<file path="src/rtl/sub_32bit_serial.sv">
// Serial subtractor: diff = a - b - bin, one SLICE-bit slice per clock, LSB slice first.
// Result valid WIDTH/SLICE clocks after accept; held in DONE until out_ready, then one idle bubble.
module sub_32bit_serial #(
    parameter int WIDTH = 32,
    parameter int SLICE = 4
) (
    input  logic             clk,
    input  logic             rst_n,
    input  logic             in_valid,
    output logic             in_ready,
    input  logic [WIDTH-1:0] a,
    input  logic [WIDTH-1:0] b,
    input  logic             bin,
    output logic             out_valid,
    input  logic             out_ready,
    output logic [WIDTH-1:0] diff,
    output logic             bout,
    output logic             ovf
);
    localparam int NSL = WIDTH / SLICE;
    localparam int CW  = $clog2(NSL);
    localparam int MSB = WIDTH - 1;

    typedef enum logic [1:0] {IDLE, BUSY, DONE} state_t;

    state_t           state, state_nxt;
    logic [WIDTH-1:0] a_q, b_q;
    logic             borrow;
    logic [CW-1:0]    cnt;
    logic [SLICE:0]   slice_res;
    logic             last;
    logic             accept;
    logic             handoff;

    assign accept  = in_valid & in_ready;
    assign handoff = out_valid & out_ready;
    assign last    = (cnt == CW'(NSL - 1));

    // Top bit of the widened result is the slice borrow-out.
    assign slice_res = {1'b0, a_q[cnt*SLICE +: SLICE]}
                     - {1'b0, b_q[cnt*SLICE +: SLICE]}
                     - {{SLICE{1'b0}}, borrow};

    always_ff @(posedge clk or negedge rst_n) begin
        if (!rst_n) begin
            state <= IDLE;
        end else begin
            state <= state_nxt;
        end
    end

    always_comb begin
        state_nxt = state;
        case (state)
            IDLE:    if (accept) state_nxt = BUSY;
            BUSY:    if (last) state_nxt = DONE;
            DONE:    if (handoff) state_nxt = IDLE;
            default: state_nxt = IDLE;
        endcase
    end

    always_comb begin
        in_ready  = (state == IDLE);
        out_valid = (state == DONE);
    end

    always_ff @(posedge clk or negedge rst_n) begin
        if (!rst_n) begin
            a_q    <= '0;
            b_q    <= '0;
            borrow <= 1'b0;
            cnt    <= '0;
            diff   <= '0;
            bout   <= 1'b0;
            ovf    <= 1'b0;
        end else if (accept) begin
            a_q    <= a;
            b_q    <= b;
            borrow <= bin;
            cnt    <= '0;
        end else if (state == BUSY) begin
            diff[cnt*SLICE +: SLICE] <= slice_res[SLICE-1:0];
            borrow                   <= slice_res[SLICE];
            cnt                      <= cnt + 1'b1;
            if (last) begin
                bout <= slice_res[SLICE];
                ovf  <= (a_q[MSB] != b_q[MSB]) & (slice_res[SLICE-1] != a_q[MSB]);
            end
        end
    end
endmodule
</file>
<file path="config.mk">
export PLATFORM = sky130hd
export DESIGN_NAME = sub_32bit_serial
export DESIGN_NICKNAME = d
export VERILOG_FILES = /design/src/rtl/sub_32bit_serial.sv
export SDC_FILE = /design/constraint.sdc
export NUM_CORES = 1
export LEC_CHECK = 0
export ABC_AREA = 1
export BUFFER_PORTS_ARGS = -buffer_cell sky130_fd_sc_hd__buf_4
export CAP_MARGIN = 20
export CORE_MARGIN = 4
export CORE_UTILIZATION = 30
export CTS_BUF_LIST = sky130_fd_sc_hd__clkbuf_2
export CTS_CLUSTER_DIAMETER = 200
export CTS_CLUSTER_SIZE = 28
export DETAILED_ROUTE_END_ITERATION = 16
export PLACE_DENSITY = 0.57
export SLEW_MARGIN = 20
export SYNTH_ARGS = -nofsm -noshare
export SYNTH_HDL_FRONTEND = slang
export SYNTH_SLANG_ARGS = --single-unit
</file>
<file path="constraint.sdc">
create_clock -name clk -period 8.04 [get_ports clk]
set_clock_uncertainty 0.05 [all_clocks]
set_input_delay 0 -clock clk [delete_from_list [all_inputs] [get_ports clk]]
set_output_delay 0 -clock clk [all_outputs]
set_load 0.01 [all_outputs]
</file>
# Word-level counts from Yosys, hierarchy flattened

Index checks and enable logic that the tools add are counted.

Add/subtract/negate cells: 4
Equal/unequal tests: 8
Shift operators: 4
Mux-type cells: 9
Bitwise gates (word level): 4
Reductions and logical operators: 5

Operators by type and width:

| operator                                                                | number |
|---|---|
| 32-bit by 6-bit variable part select with 4-bit output                  | 2 |
| 5-bit negator with 34-bit output                                        | 1 |
| 4-bit by 34-bit variable shift with 32-bit output, first input constant | 1 |
| 4-bit by 34-bit variable part select with 32-bit output                 | 1 |
| 32-bit bitwise mux                                                      | 1 |
| 2-bit 2-to-1 mux                                                        | 3 |
| 3-bit 2-to-1 mux                                                        | 2 |
| 2-bit case mux with 3 select lines                                      | 1 |
| 3-bit AND reduction                                                     | 2 |
| 4-bit by 4-bit subtractor with 5-bit output                             | 1 |
| 5-bit by 1-bit subtractor with 5-bit output                             | 1 |
| 2-bit by 1-bit inequality test with 1-bit output, second input constant | 2 |
| 3-bit by 1-bit adder with 3-bit output, second input constant           | 1 |
| 1-bit bitwise AND                                                       | 3 |
| 3-bit == test, second input constant                                    | 1 |
| 2-bit by 1-bit == test with 1-bit output, second input constant         | 1 |
| 2-bit == test, second input constant                                    | 1 |
| 2-bit logical NOT                                                       | 1 |
| 1-bit 2-to-1 mux                                                        | 2 |
| 1-bit inequality test                                                   | 2 |
| 2-bit inequality test, second input constant                            | 1 |
| 2-bit AND reduction                                                     | 1 |
| 2-bit nonzero test                                                      | 1 |
| 1-bit NOT                                                               | 1 |

Register bits after elaboration: 104
Input port bits: 69
Output and inout port bits: 36
Logic and storage cells: 42

# Longest topological paths before layout

Gate-level depths: netlist (run 1).

Depth in word-level cells: 5
Depth in mapped cells: 18
Depth with buffers taken out: 15

# Worst setup path before layout (run 1)

Ideal clock, no wire load.

Path type: reg2reg
From: reg cnt[0]
To: reg diff[29]
Library setup time: 0.083 ns
Arrival time: 2.638 ns
Data required time: 7.907 ns
Path slack: 5.269 ns
Stages on the path, launching flop included: 14
Path buffers: 3
Clock period less this slack: 2.771 ns
Path through: dfrtp_1 > buf_6 > inv_2 > buf_2 > buf_2 > o21ai_0 > o221ai_1 > o21ai_0 > fa_1 > inv_1 > fa_1 > nor2_1 > nand3_1 > o21ai_0

Longest elaborated chain between the ends: 5
Elaborated cells between the ends (all ways): 8
Those cells by class: add/sub: 3; shift: 4; mux: 1

RTL lines:

| what                                                                             | RTL line | text |
|---|---|---|
| from (decl)                                                                      | 29       | `logic [CW-1:0] cnt;` |
| from (signal assigned)                                                           | 84       | `cnt <= cnt + 1'b1;` |
| 32-bit by 6-bit variable part select with 4-bit output, on equally long branches | 40, 41   |  |
| 4-bit by 4-bit subtractor with 5-bit output                                      | 41       | `- {1'b0, b_q[cnt*SLICE +: SLICE]}` |
| 5-bit by 1-bit subtractor with 5-bit output                                      | 42       | `- {{SLICE{1'b0}}, borrow};` |
| 4-bit by 34-bit variable part select with 32-bit output                          | 82       | `diff[cnt*SLICE +: SLICE] <= slice_res[SLICE-1:0];` |
| 32-bit bitwise mux *                                                             | 82       |  |
| to (signal, indexed assignment)                                                  | 82       |  |
| to (decl)                                                                        | 16       | `output logic [WIDTH-1:0] diff,` |

Mark *: on every way between the ends. The rest lies on a longest branch, timed or not.
A chain may end at the register's enable or synchronous reset.

# Worst setup path after layout (run 1)

From: reg cnt[1]
To: reg diff[22]

Same word-level chain as after synthesis.

==> results of run 1 <==
## cell usage in the layout (no fill, tap or decap), types with 5 or more instances in the layout
cell / n
buf_4: 107
clkbuf_2: 10
dfrtp_1: 104
dlygate4sd3_1: 182
ha_1: 11
inv_1: 30
inv_2: 9
nand2_1: 269
nand3_1: 13
nor2_1: 42
nor3_1: 5
o21ai_0: 46
o21ai_1: 11
o221ai_1: 8
o22ai_1: 8
## area by class of cell
type                            count  area [µm²]
Fill cell                        1530        8140
Timing Repair Buffer              290        2650
Sequential cell                   104        2600
Multi-Input combinational cell    442        2080
Tap cell                          216         270
Inverter                           40         151
Clock inverter                      6         108
Clock buffer                       10        50.0
## sequential cells by signal (all words and copies together), names as in the netlist
register / flops
a_q: 32
b_q: 32
diff: 32
cnt: 3
state: 2
borrow: 1
bout: 1
ovf: 1
## power by group through the flow
stage	combinational (mW)	clock, mW	sequential [mW]
after floorplan	1.06	0	0.882
after detailed placement	1.49	0	0.921
after CTS	1.78	0.320	0.908
final	1.79	0.311	0.908
after global placement	1.46	0	0.922
after global routing	2.05	0.336	0.937
## critical path: cells and delay by family (launching register included)
kind	cells	cell delay [ns]
adder cells (fa/ha/maj)	2	0.67
AND/OR/NAND/NOR	3	0.33
flip-flops	1	0.78
buffers and inverters	3	0.38
AO/OA/AOI/OAI	5	0.97
## worst paths after layout
path                                from       end  slack, ns  cells after the start
worst min register to register  diff[24]  diff[24]       0.45                      2
worst max-delay path              cnt[1]  diff[22]       4.76                     13
worst min-delay path               a[31]   a_q[31]       0.08                      4
worst max register to register    cnt[1]  diff[22]       4.76                     13
max in group asynchronous          rst_n   b_q[25]       6.85                      4
min in group asynchronous          rst_n  diff[13]       0.33                      4
## what timing repair did
| item | 4_1_cts | 5_1_grt |
|---|---|---|
| setup buffers | 0 | 0 |
| hold endpoints to repair | 171 | 0 |
| hold buffers | 183 | 0 |
## cell usage after synthesis, types with 3 or more instances
| master | n | area share [%] |
|---|---|---|
| nand3_1 | 13 | 1.3 |
| nor2_2 | 3 | 0.38 |
| clkbuf_1 | 10 | 0.76 |
| o22ai_1 | 8 | 1.0 |
| ha_1 | 11 | 2.8 |
| nand3_2 | 3 | 0.61 |
| a21oi_1 | 3 | 0.30 |
| nor3_1 | 5 | 0.51 |
| o221ai_1 | 8 | 1.4 |
| nand2_2 | 3 | 0.38 |
| inv_2 | 9 | 0.68 |
| buf_2 | 11 | 1.1 |
| dfrtp_1 | 104 | 53 |
| o21ai_0 | 46 | 4.6 |
| nand2_1 | 270 | 20 |
| inv_1 | 31 | 2.3 |
| nor2_1 | 42 | 3.2 |
| o21ai_1 | 11 | 1.1 |
## layer usage
layer | global-route usage [%] | share of wire [%] | wire length (µm)
met1 | 21.7 | 43 | 6720
met2 | 30.8 | 50 | 7690
met3 | 4.49 | 5.1 | 783
met4 | 4.70 | 2.0 | 308
met5 | 0 | 0 | 0
## kinds of logic after synthesis
group,Yosys count
compound gates,77
xor+xnor,1
fa+ha+maj,13
buf+inv,65
flops,104
simple gates,351
## stage by stage
stage | instance area, µm² | total power [mW] | hold slack, ns | util, %
2_1_floorplan | 4950 | 1.94 | -0.346 | -
3_3_place_gp | 5910 | 2.39 | -0.0109 | 36.8
3_5_place_dp | 5910 | 2.41 | -0.0150 | 36.8
4_1_cts | 7910 | 3.01 | 0.0297 | 49.3
5_1_grt | 7920 | 3.33 | 0.0307 | 49.3
6_report | 7920 | 3.01 | 0.0811 | 49.3
==> metrics.yaml, run 1 <==
status: "finished clean"
dpl.hpwl_um: 9580
crit_chain: "inv_2 > o21ai_0 > o22ai_1 > o21ai_0 > fa_1 > inv_1 > fa_1 > nand2_1 > inv_1 > o21ai_0 > nor2_1 > nand2_1 > o21ai_1"
syn-cell-area_um2: 4950
fp-row-count: 46
startpoint_type: "register"
max_slew.worst_pin.slew_ns: 0.881
cp.required_ns: 8.55
final_nets: 969
drive_above_1_share_pct: 17.0
crit_fanout: 17
setup_viol_count_final: 0
yosysUniqueCellTypes: 31
synth_xor_area_share_pct: 0.177
clkTransAtPathRegs_ns: 0.29
synth_fa_ha_area_share_pct: 3.59
ir_worst_vdd_mv: 0.233
seq_area_frac_synth_pct: 52.5
ys_seq_elements: 104
die_x_um: 136
drv_slew: 0
remaining_drc_errors: 0
clk_latency_ns: 0.65
arrival_ns: 3.79
fp.coreArea_um2: 16100
vias: 4954
p_seq_share_pct: 30.2
fin_cells: 1108
critPathMaxStageDelay_ns: 0.78
synth_compound_area_share_pct: 8.64
cts_buffer_depth: 2
timing.final.crit_share_pct: 40.8
grt_max_degree: 68
first_global_vias: 5290
dp.cells: 909
dieArea_um2: 18600
fmax_ghz: 0.304
pwr-share-clk_pct: 10.3
synth_top_family_by_area: "simple AND/OR/NAND/NOR gates"
synthSimpleGateAreaFrac_pct: 29.6
p_per_area_nw_per_um2: 380
finalSetupTns_ns: 0
cts_tree: "done"
cts_sinks: 104
n_antenna_cell: 0
ys.flop_type: "dfrtp_1"
rsz0062_at_grt: "false"
first_pass_iters: 4
grtUsageTotal_pct: 17.6
synth.avg_cell_area_um2: 8.11
yosysWarnings: 0
internal_power_mw: 1.66
wl_per_cell_um: 14.0
post_cts_resized: 0
htreeDepth: 3
drv_cap: 0
initial_core_util_pct: 30.8
syn2layout_area_growth_pct: 59.8
crit_top_cell: "o21ai_0"
ios: 105
wirelength_um: 15500
die-height_um: 136
grt_pass1_wl_um: 25800
port_buffers: 104
numCtsBuffers: 9
synthArstFlopShare_pct: 100
syn_inst: 611
pre_cts_ws_ns: 4.80
drt-initial-drc-count: 292
syn-num-nets: 693
synth_edf_count: 0
critPathSlowestCell: "dfrtp_1"
fin_crit_ns: 3.28
slew_headroom_pct: 41.3
muxShareOfSynthArea_pct: 0
ant_nets: 0
overflow: 0
comb_power_share_pct: 59.5
final.setup.worst_slack_ns: 4.76
cts-root-buf: "clkbuf_2"
p_sw_mw: 1.35
hold_path.class: "primary input to register"
antenna_found_initial: 0
critPathKind: "register to register"
vias_per_cell: 4.47
cp-end-kind: "register"
gp_congestion: 0.820
hold_viol: 0
netSwitchingFraction_pct: 44.7
p_leak_nw: 3.99
Power figures use the tool's default switching activity.
==> run 2, diff against run 1 <==
- clock period: 8.04 -> 3.3 ns (I/O delays scaled with it)
==> run 2 against run 1 <==
Against the previous run:
- the run now fails in clock tree synthesis
- synthesized cell count unchanged
- area after synthesis unchanged
==> metrics.yaml, run 2 <==
synthMostInstantiatedCell: "nand2_1"
cts_sinks: 104
numCtsBuffers: 9
die-height_um: 136
yosysTopAreaCellShare_pct: 52.5
cts_buffer_depth: 2
yosysWarnings: 0
ios: 105
ys_seq_elements: 104
ys.flop_type: "dfrtp_1"
status: "did not finish"
stop_stage: "clock tree synthesis"
synthTopCellsByArea: "dfrtp_1 53%, nand2_1 20%, o21ai_0 4.6%, nor2_1 3.2%, ha_1 2.8%"
synth_edf_count: 0
netlist_top_cells_count: "270 x nand2_1, 104 x dfrtp_1, 46 x o21ai_0"
syn-num-nets: 693
yosysUniqueCellTypes: 31
cts_hold_buf: 188
synth.avg_cell_area_um2: 8.11
dpl.hpwl_um: 9780
htreeDepth: 3
cts_setup_buffers: 0
seq_area_frac_synth_pct: 52.5
syn-cell-area_um2: 4950
stop_error: "[ERROR RSZ-0060] Max buffer count reached."
initial_core_util_pct: 30.8
post_cts_resized: 0
die_x_um: 136
gp_congestion: 0.802
synthArstFlopShare_pct: 100
yosysTopAreaCell: "dfrtp_1"
fp-row-count: 46
port_buffers: 104
syn_inst: 611
cts-root-buf: "clkbuf_2"
==> run 2: logic make-up after synthesis <==
kind of cell,Yosys count,synth area share [%]
simple gates,351,29.6
compound gates,77,8.64
xor+xnor,1,0.177
buf+inv,65,5.51
flops,104,52.5
fa+ha+maj,13,3.59
==> run 2: metrics by stage <==
step | instances | area (µm²) | worst slack (ns) | utilization (%) | hold WS [ns]
after floorplan | 611 | 4950 | 0.529 | - | -0.346
after global placement | 915 | 5950 | 0.430 | 37.1 | 0.137
after detailed placement | 915 | 5950 | 0.359 | 37.1 | 0.137
==> run 3, diff against run 2 <==
- CORE_UTILIZATION: 30 -> 20
- CTS_BUF_LIST: sky130_fd_sc_hd__clkbuf_2 -> default
- CTS_CLUSTER_DIAMETER: 200 -> default
- CTS_CLUSTER_SIZE: 28 -> default
- PLACE_DENSITY: 0.57 -> default
- PLACE_DENSITY_LB_ADDON: default -> 0.15
==> run 3 against run 2 <==
Against the previous run:
- the run now ends clean
==> metrics.yaml, run 3 (synthesis results as in run 1) <==
status: "finished clean"
ant_nets: 0
cts_buffer_depth: 2
ios: 105
vias: 4410
ir_worst_vdd_mv: 0.431
numCtsBuffers: 9
mostFrequentLayoutCells: "269 x nand2_1, 110 x buf_4, 104 x dfrtp_1, 67 x dlygate4sd3_1, 46 x o21ai_0"
fp.coreArea_um2: 24300
cts_setup_buffers: 0
cts_sinks: 104
arrival_ns: 3.10
vias_per_cell: 3.99
critPathKind: "register to register"
top_regs: "a_q: 32 flops, b_q: 32 flops, diff: 32 flops"
path_delay_family: "compound AO/OA/AOI/OAI gates"
initial_core_util_pct: 20.4
max_slew.worst_pin.slew_ns: 0.671
cp-end-kind: "register"
crit_chain: "inv_1 > o21ai_0 > fa_1 > inv_1 > fa_1 > nand2_1 > inv_1 > o21ai_0 > nor2_1 > nand2_1 > o21ai_0"
critPathSlowestCell: "dfrtp_1"
htreeDepth: 3
crit_fanout: 10
drt-initial-drc-count: 200
p_leak_nw: 3.52
p_per_area_nw_per_um2: 1000
grt_pass1_wl_um: 24600
grt_max_degree: 105
topRoutingLayerUsed: "met4"
startpoint_type: "register"
finalSetupTns_ns: 0
fillers: 2653
syn2layout_area_growth_pct: 42.5
port_buffers: 104
cts_tree: "done"
first_pass_iters: 4
drive_above_1_share_pct: 19.5
antenna_found_initial: 0
final_common_cell: "nand2_1"
rsz0062_at_grt: "false"
cp_num_buf_inv: 3
gp_congestion: 0.799
clk_latency_ns: 0.35
final_nets: 858
met2WireLength_um: 7070
die-height_um: 165
timing.final.crit_share_pct: 88.3
cts_hold_buf: 67
drv_slew: 0
dpl.hpwl_um: 11400
wl_per_cell_um: 14.0
fmax_ghz: 0.343
die_x_um: 165
clkTransAtPathRegs_ns: 0.07
wirelength_um: 15400
cp.required_ns: 3.48
slew_headroom_pct: 55.3
drv_cap: 0
remaining_drc_errors: 0
post_cts_resized: 0
hold_path.class: "primary input to register"
fin_crit_ns: 2.92
overflow: 0
fp-row-count: 57
n_antenna_cell: 0
grtUsageTotal_pct: 11.7
setup_viol_count_final: 0
dieArea_um2: 27300
power_mw: 7.08
hold_viol: 0
cts-root-buf: "clkbuf_16"
first_global_vias: 4451
met1_length_um: 7420
critPathMaxStageDelay_ns: 0.61
routed-wl-met3_um: 752
==> run 3: final cells by class <==
type                            instances  area [µm²]  area share (%)
Timing Repair Buffer                  179        1540            21.8
Sequential cell                       104        2600            36.9
Clock buffer                           13         240            3.40
Inverter                               40         150            2.13
Multi-Input combinational cell        442        2080            29.5
Clock inverter                          3        42.5           0.603
Tap cell                              324         405            5.74
==> run 3: through the flow <==
stage,instances,util [%],area [µm²],setup slack (ns),hold slack (ns)
2_1_floorplan,611,-,4950,0.529,-0.346
3_3_place_gp,1022,25.1,6100,0.354,0.0859
3_5_place_dp,1022,25.1,6100,0.355,0.0813
4_1_cts,1105,29.0,7060,0.331,0.112
5_1_grt,1105,29.0,7060,0.0304,0.142
6_report,1105,29.0,7060,0.385,0.0997
==> run 3: worst paths after layout <==
path                           from       end  slack [ns]  cells past startpoint
setup / recovery             cnt[2]  diff[14]        0.38                     11
hold / removal             in_valid    a_q[4]         0.1                      5
setup reg to reg             cnt[2]  diff[14]        0.38                     11
hold reg to reg            diff[28]  diff[28]        0.42                      2
max in group asynchronous     rst_n   a_q[10]        2.54                      3
min in group asynchronous     rst_n  diff[11]        0.19                      3
==> run 3: where the power goes <==
part,internal [mW],switching (mW)
Clock,0.589,0.473
Sequential,1.83,0.407
Combinational,1.40,2.38
==> run 3: layer usage <==
layer / track usage (%) / vias up
li1: - / 2270
met1: 16.4 / 2032
met2: 18.3 / 97
met3: 2.71 / 11
met4: 2.96 / 0
met5: 0 / -
==> run 3: worst register-to-register path, delay by kind of cell (launching register included) <==
family / cells / cell delay (ns)
buffers and inverters: 3 / 0.38
and+or+nand+nor: 3 / 0.30
adders and majority gates: 2 / 0.68
DFF: 1 / 0.61
AOI/OAI and AO/OA: 3 / 0.78
==> run 4, diff against run 3 <==
- CELL_PAD_IN_SITES_DETAIL_PLACEMENT: default -> 1
- CELL_PAD_IN_SITES_GLOBAL_PLACEMENT: default -> 2
==> run 4 against run 3 <==
Against the previous run:
- non-clock buffer count up 2
- core utilization up 0.21 points
- flip-flop and latch count unchanged
- critical path type unchanged
- largest power group unchanged
- highest routed layer unchanged
==> metrics.yaml, run 4 (synthesis results as in run 1) <==
status: "finished clean"
drive_above_1_share_pct: 20.2
slew_headroom_pct: 49.7
pwr-share-clk_pct: 16.6
hold_path.class: "primary input to asynchronous set/reset pin"
numCtsBuffers: 9
drt-initial-drc-count: 146
mostFrequentLayoutCells: "269 x nand2_1, 113 x buf_4, 104 x dfrtp_1, 67 x dlygate4sd3_1, 46 x o21ai_0"
seq_area_um2: 2600
cts_sinks: 104
final.setup.worst_slack_ns: 0.259
remaining_drc_errors: 0
vias: 4545
htreeDepth: 3
busiest_layer: "met2"
first_pass_iters: 4
cp.required_ns: 3.49
clk_latency_ns: 0.36
gr-usage-met3_pct: 2.41
pre_cts_ws_ns: 0.244
n_antenna_cell: 0
cp-end-kind: "register"
gp_congestion: 0.774
dieArea_um2: 27300
syn2layout_area_growth_pct: 43.5
p_per_area_nw_per_um2: 1040
rsz0062_at_grt: "false"
top_regs: "a_q: 32 flops, b_q: 32 flops, diff: 32 flops"
finalSetupTns_ns: 0
r2r_slack_ns: 0.26
fp-row-count: 57
max_slew.worst_pin.slew_ns: 0.755
p_sw_mw: 3.49
grt.met2_usage_pct: 21.7
post_dp_cell_area_um2: 6110
fp.coreArea_um2: 24300
cts-root-buf: "clkbuf_16"
clkTransAtPathRegs_ns: 0.08
fin_crit_ns: 3.04
cts_setup_buffers: 0
whs_ns: 0.196
drv_slew: 0
dp.cells: 1024
ir_worst_vdd_mv: 0.427
grt_use_met1_pct: 16.5
internal_power_mw: 3.92
fillers: 2844
multi_input_area_um2: 2080
wirelength_um: 16800
overflow: 0
power_mw: 7.41
antenna_found_initial: 0
vias_per_cell: 4.11
netSwitchingFraction_pct: 47.1
p_leak_nw: 3.55
final_common_cell: "nand2_1"
initial_core_util_pct: 20.4
arrival_ns: 3.23
timing.final.crit_share_pct: 92.2
ant_nets: 0
ios: 105
final_nets: 860
grt_max_degree: 65
startpoint_type: "register"
hold_viol: 0
dpl.hpwl_um: 12700
port_buffers: 104
drv_cap: 0
grt_pass1_wl_um: 26900
die-height_um: 165
p_seq_share_pct: 30.4
post_cts_resized: 0
first_global_vias: 4908
setup_viol_count_final: 0
critPathKind: "register to register"
die_x_um: 165
cts_buffer_depth: 2
fin_util_pct: 29.2
cts_tree: "done"
crit_fanout: 11
comb_power_share_pct: 53.0
final_area_um2: 7110
grtUsageTotal_pct: 12.7
fin_cells: 1107
fmax_ghz: 0.329
wl_per_cell_um: 15.1
run 4: layout make-up:
class / count / area share (%)
Sequential cell: 104 / 36.6
Multi-Input combinational cell: 442 / 29.3
Timing Repair Buffer: 181 / 21.6
Tap cell: 324 / 5.70
Clock buffer: 9 / 3.17
Inverter: 40 / 2.11
Clock inverter: 7 / 1.50
run 4: critical path: stages (launching register included):
cell and delay, ns:
dfrtp_1 0.57, inv_2 0.18, o21ai_0 0.12, o22ai_1 0.09, o21ai_0 0.28, fa_1 0.28, inv_1 0.07, fa_1 0.42
nand2_1 0.11, inv_1 0.06, o21ai_0 0.41, nor2_1 0.12, nand2_1 0.10, o21ai_0 0.08
run 4: timing repair:
action / 4_1_cts / 5_1_grt
endpoints found under the setup margin: 0 / 0
endpoints found under the hold margin: 116 / 0
hold buffers: 67 / 0
run 4: final timing paths:
path,from,endpoint,cells past startpoint
setup / recovery,cnt[1],diff[30],13
hold / removal,rst_n,state[1],2
setup reg to reg,cnt[1],diff[30],13
hold reg to reg,diff[24],diff[24],2
max in group asynchronous,rst_n,a_q[31],3
min in group clk,in_valid,state[0],4
run 4: power groups by stage:
stage               Combinational, mW  Sequential [mW]  Clock [mW]
floorplan                        2.59             2.15           0
global placement                 3.88             2.30           0
detailed placement               3.96             2.30           0
CTS                              4.04             2.28        1.27
global route                     4.48             2.34        1.33
finish                           3.93             2.25        1.23
run 4: per-layer routing:
| layer | vias to the layer above | wire, µm |
|---|---|---|
| met3 | 16 | 666 |
| met5 | - | 0 |
| met1 | 2176 | 7630 |
| met2 | 80 | 8260 |
| li1 | 2273 | - |
| met4 | 0 | 199 |
